[config.mk]
export PLATFORM = sky130hd
export DESIGN_NAME = menu_ctrl
export DESIGN_NICKNAME = d
export VERILOG_FILES = /design/src/rtl/menu_ctrl.sv
export SDC_FILE = /design/constraint.sdc
export NUM_CORES = 1
export LEC_CHECK = 0
export ABC_AREA = 1
export CELL_PAD_IN_SITES_DETAIL_PLACEMENT = 2
export CELL_PAD_IN_SITES_GLOBAL_PLACEMENT = 2
export CORE_ASPECT_RATIO = 1.25
export CORE_MARGIN = 2
export CORE_UTILIZATION = 33
export DETAILED_ROUTE_END_ITERATION = 12
export PLACE_DENSITY_LB_ADDON = 0.1
export SYNTH_ARGS = -nofsm -noshare
export SYNTH_HDL_FRONTEND = slang
export SYNTH_SLANG_ARGS = --single-unit
[constraint.sdc]
create_clock -name clk -period 3.15 [get_ports clk]
set_input_delay 0.63 -clock clk [delete_from_list [all_inputs] [get_ports clk]]
set_output_delay 0.63 -clock clk [all_outputs]
set_load 0.01 [all_outputs]
[src/rtl/menu_ctrl.sv]
// menu_ctrl: browse/edit menu controller for the amplifier front panel.
// Encoder events are registered for one cycle and applied on the following
// edge. Settings and the LCD refresh handshake are also held in registers.
module menu_ctrl #(
    parameter int VOL_MAX      = 31,
    parameter int VOL_DEFAULT  = 16,
    parameter int TONE_MAX     = 15,
    parameter int TONE_DEFAULT = 7
) (
    input  logic       clk,
    input  logic       rst,
    input  logic       start,
    input  logic [1:0] action,
    input  logic       lcd_ready,
    output logic       lcd_req,
    output logic [1:0] menu_sel,
    output logic       edit_mode,
    output logic [4:0] volume,
    output logic [3:0] bass,
    output logic [3:0] treble,
    output logic       mute,
    output logic       param_changed
);

    typedef enum logic {BROWSE = 1'b0, EDIT = 1'b1} state_t;

    localparam logic [1:0] ACT_LEFT  = 2'd1;
    localparam logic [1:0] ACT_RIGHT = 2'd2;
    localparam logic [1:0] ACT_PRESS = 2'd3;

    localparam logic [1:0] ITEM_VOL    = 2'd0;
    localparam logic [1:0] ITEM_BASS   = 2'd1;
    localparam logic [1:0] ITEM_TREBLE = 2'd2;
    localparam logic [1:0] ITEM_MUTE   = 2'd3;

    localparam logic [4:0] VMAX  = 5'(VOL_MAX);
    localparam logic [4:0] VDEF  = 5'(VOL_DEFAULT);
    localparam logic [3:0] TMAX  = 4'(TONE_MAX);
    localparam logic [3:0] TDEF  = 4'(TONE_DEFAULT);

    // One saturating step, computed one bit wider so that overflow and
    // underflow are visible and can be clamped instead of wrapping.
    function automatic logic [4:0] step5(input logic [4:0] v, input logic up,
                                         input logic [4:0] max);
        logic [5:0] w;
        if (up) begin
            w = {1'b0, v} + 6'd1;
            if (w > {1'b0, max}) w = {1'b0, max};
        end else begin
            w = {1'b0, v} - 6'd1;
            if (w[5]) w = 6'd0;
        end
        return w[4:0];
    endfunction

    function automatic logic [3:0] step4(input logic [3:0] v, input logic up,
                                         input logic [3:0] max);
        logic [4:0] w;
        if (up) begin
            w = {1'b0, v} + 5'd1;
            if (w > {1'b0, max}) w = {1'b0, max};
        end else begin
            w = {1'b0, v} - 5'd1;
            if (w[4]) w = 5'd0;
        end
        return w[3:0];
    endfunction

    logic       ev_vld_q;
    logic [1:0] ev_act_q;
    state_t     state_q, state_d;
    logic [1:0] sel_q, sel_d;
    logic [4:0] vol_q, vol_d;
    logic [3:0] bass_q, bass_d;
    logic [3:0] treb_q, treb_d;
    logic       mute_q, mute_d;
    logic       pchg_q, pchg_d;
    logic       req_q, req_d;
    logic       dirty_q, dirty_d;
    logic       param_chg, disp_chg, up;

    // Capture encoder events; "none" actions are dropped here.
    always_ff @(posedge clk) begin
        if (rst) begin
            ev_vld_q <= 1'b0;
            ev_act_q <= 2'd0;
        end else begin
            ev_vld_q <= start && (action != 2'd0);
            ev_act_q <= action;
        end
    end

    // State and settings registers; lcd_req comes up high so the first
    // screen gets drawn after reset.
    always_ff @(posedge clk) begin
        if (rst) begin
            state_q <= BROWSE;
            sel_q   <= ITEM_VOL;
            vol_q   <= VDEF;
            bass_q  <= TDEF;
            treb_q  <= TDEF;
            mute_q  <= 1'b0;
            pchg_q  <= 1'b0;
            req_q   <= 1'b1;
            dirty_q <= 1'b0;
        end else begin
            state_q <= state_d;
            sel_q   <= sel_d;
            vol_q   <= vol_d;
            bass_q  <= bass_d;
            treb_q  <= treb_d;
            mute_q  <= mute_d;
            pchg_q  <= pchg_d;
            req_q   <= req_d;
            dirty_q <= dirty_d;
        end
    end

    // Next state: apply the registered event, then derive change flags
    // and the LCD request/dirty update from them.
    always_comb begin
        state_d = state_q;
        sel_d   = sel_q;
        vol_d   = vol_q;
        bass_d  = bass_q;
        treb_d  = treb_q;
        mute_d  = mute_q;
        up      = (ev_act_q == ACT_RIGHT);

        if (ev_vld_q) begin
            case (state_q)
                BROWSE: begin
                    case (ev_act_q)
                        ACT_LEFT:  sel_d = sel_q - 2'd1;
                        ACT_RIGHT: sel_d = sel_q + 2'd1;
                        ACT_PRESS: begin
                            if (sel_q == ITEM_MUTE) mute_d  = ~mute_q;
                            else                    state_d = EDIT;
                        end
                        default: ;
                    endcase
                end
                EDIT: begin
                    if (ev_act_q == ACT_PRESS) begin
                        state_d = BROWSE;
                    end else begin
                        case (sel_q)
                            ITEM_VOL:    vol_d  = step5(vol_q, up, VMAX);
                            ITEM_BASS:   bass_d = step4(bass_q, up, TMAX);
                            ITEM_TREBLE: treb_d = step4(treb_q, up, TMAX);
                            default: ;
                        endcase
                    end
                end
                default: ;
            endcase
        end

        param_chg = (vol_d != vol_q) || (bass_d != bass_q) ||
                    (treb_d != treb_q) || (mute_d != mute_q);
        disp_chg  = param_chg || (sel_d != sel_q) || (state_d != state_q);
        pchg_d    = param_chg;

        // A pending request only ever falls; anything that changes meanwhile
        // is remembered in dirty and re-requested once the line is low.
        req_d   = req_q;
        dirty_d = dirty_q;
        if (req_q) begin
            if (lcd_ready) req_d = 1'b0;
            dirty_d = dirty_q || disp_chg;
        end else if (dirty_q || disp_chg) begin
            req_d   = 1'b1;
            dirty_d = 1'b0;
        end
    end

    assign lcd_req       = req_q;
    assign menu_sel      = sel_q;
    assign edit_mode     = (state_q == EDIT);
    assign volume        = vol_q;
    assign bass          = bass_q;
    assign treble        = treb_q;
    assign mute          = mute_q;
    assign param_changed = pchg_q;

endmodule
==> flow_summary.yaml <==
die:
  rows: 30
  fp.dieArea_um2: 6060
  io_pins: 25
  core_area_um2: 5330
  start_util: 0.338
  die_h_um: 86.6
  die_w_um: 70.0
final_layout:
  layout.nets: 292
  drive_above_1_share: 0.0889
  antenna_cells: 0
  fin_util: 0.397
  n_fill_cell: 662
  syn_to_final_growth_pct: 17.7
  final_area_um2: 2120
critical_path:
  arrival_ps: 2400
  crit_family: "simple AND/OR/NAND/NOR gates"
  critical_path_buf_inv_count: 2
  cpMostUsedCell: "nand2_1"
  crit_path_end_kind: "flop"
  crit_path_start_kind: "flop"
  critical_path_class: "flop to flop"
  crit_fanout: 17
  max_stage_delay_ps: 480
  crit_slowest_cell: "inv_1"
  crit_required_ps: 3320
  crit_path_cell_trace: "inv_1 > ha_1 > inv_1 > nand2_1 > o21ai_0 > nand2_1 > nor3_1 > nand4_2 > nand2_1 > nand2_1"
detailed_routing:
  drt_wl_total_um: 5280
  ant_nets: 0
  viasPerCell: 5.35
  wl_per_cell_um: 15.8
  drc_errors: 0
  vias: 1788
  dr.pass1.iters: 4
  drtIter0Drc: 50
clock_tree:
  cts_tree: "yes"
  ctsLongestPathBuffers: 2
  cts_setup_buffers: 0
  clkSlewWorstSetupHoldPaths_ps: 90
  clk_latency_ps: 270
  holdBufCountCts: 0
  cts_resized: 0
  numCtsBuffers: 3
  numClockSinks: 23
  htree_levels: 1
  root_buffer: "clkbuf_8"
pwr:
  leakage_nw: 0.936
  powerDensity_nw_per_um2: 263
  ir_drop_uv: 122
synth:
  synth_area_per_cell_um2: 7.25
  mappedNetlistNets: 269
  synth.top_cell.area_share: 0.256
  ys_ff_latch: 23
  synthArstFlopShare: 0
  ys_types: 38
  synth_area_leaders: "dfxtp_1 (26%), ha_1 (10%), inv_1 (7.3%)"
  yosysSeqAreaShare: 0.256
  syn_area_um2: 1800
  yosys_most_used_dff: "dfxtp_1"
  ys_warn_count: 0
  synth_area_leader_cell: "dfxtp_1"
  synth_edf_count: 0
  syn-instance-count: 248
global_routing:
  grt_max_degree: 18
  grt_pass1_vias: 1896
  grt_pass1_wl_um: 9170
  track_usage: 0.187
  antenna_found_initial: 0
  grt_overflow_total: 0
timing:
  tightestPinTransition_ps: 531
  fmax_ghz: 0.449
  finalHoldViolations: 0
  fin_crit_sh: 0.706
  relSlewSlack: 0.645
  fin_tns_setup_ps: 0
  whs_ps: 527
  period_needed_ps: 2230
  rsz0062_at_grt: "no"
  slew_violations: 0
  fin_worst_skew_ps: 3.61
  setup-violations-final: 0
flow_run:
  maxCapViolCount: 0
outcome:
  outcome: "complete, no violations"
place:
  io_buffers: 24
  gp_congestion: 0.816
  place_area_um2: 2070
  dpl.hpwl_um: 4130
min_path:
  hold_path_class: "flop to flop"
[path summary, 6_finish.rpt]
path / cells after the start / startpoint / slack, ps / to
hold / removal: 2 / bass[3]$_SDFF_PP0_ / 530 / bass[3]$_SDFF_PP0_
setup reg to reg: 10 / ev_act_q[0]$_SDFF_PP0_ / 920 / lcd_req$_SDFF_PP1_
setup / recovery: 10 / ev_act_q[0]$_SDFF_PP0_ / 920 / lcd_req$_SDFF_PP1_
hold reg to reg: 2 / bass[3]$_SDFF_PP0_ / 530 / bass[3]$_SDFF_PP0_
[where the power goes]
| group | total, mW | switching, mW | internal, mW |
|---|---|---|---|
| Clock | 0.193 | 0.103 | 0.0905 |
| Sequential | 0.304 | 0.00805 | 0.296 |
| Combinational | 0.0597 | 0.0350 | 0.0246 |
| Total | 0.557 | 0.146 | 0.411 |
[area by class of cell]
| type | count | area [µm²] | share of cell area |
|---|---|---|---|
| inverter | 39 | 159 | 0.0750 |
| timing repair buffer | 25 | 248 | 0.117 |
| sequential | 23 | 460 | 0.217 |
| clock buffer | 4 | 45.0 | 0.0213 |
| multi-input combinational | 179 | 1130 | 0.532 |
| tap | 64 | 80.1 | 0.0378 |
[registers in the layout, indices dropped and copies added (netlist names), 2 cells and up]
register / cells
ev_act_q: 2
treble: 4
bass: 4
menu_sel: 2
volume: 5
[cells in the mapped netlist, types with 2 or more instances]
cell	number
inv_1	35
nand2_1	35
dfxtp_1	23
nand3_1	21
nor2_1	20
ha_1	15
nor3_1	11
o211ai_1	11
a21oi_1	10
o21ai_0	10
xor2_1	8
nand4_1	5
a31oi_1	4
nand3_2	4
buf_2	3
nand2_2	3
a21oi_2	2
inv_2	2
nand2_4	2
nand3b_1	2
nor2_2	2
o21ai_1	2
o311ai_0	2
xnor2_1	2
[cells by family (layout without fill, tap and decap cells)]
kind of cell | Yosys count | in the layout | synth area share
flops | 23 | 23 | 0.256
xor+xnor | 10 | 10 | 0.0487
simple gates | 109 | 109 | 0.316
fa+ha+maj | 15 | 15 | 0.104
compound gates | 45 | 45 | 0.157
buf+inv | 46 | 68 | 0.118
[stage by stage]
| stage | setup WS [ps] | power, mW | instances |
|---|---|---|---|
| after global routing | 639 | 0.592 | 334 |
| after global placement | 1030 | 0.370 | 330 |
| after CTS | 868 | 0.572 | 334 |
| after floorplan | 1390 | 0.348 | 248 |
| final | 925 | 0.557 | 334 |
| after detailed placement | 888 | 0.372 | 330 |
[metal layers]
layer  up-vias  GRT usage  wire, µm
met1       885      0.229      2290
met4         0     0.0420        53
li1        872          -         -
met3         5     0.0174       132
met2        26      0.352      2800
met5         -          0         0
[layout by cell type, fill, tap and decap left out, drive strengths merged, types with 4 or more instances in the layout]
cell type       n
a21oi          12
a31oi           4
clkbuf          4
clkdlybuf4s50  24
dfxtp          23
ha             15
inv            37
nand2          40
nand3          26
nand4           6
nor2           24
nor3           11
o211ai         11
o21ai          12
xor2            8
[worst min-delay path, delay by kind of cell, from the launching register on]
family	cells	cell delay, ps
simple gates	1	80
compound gates	1	50
flops	1	350
(Power assumes the default switching activity.)
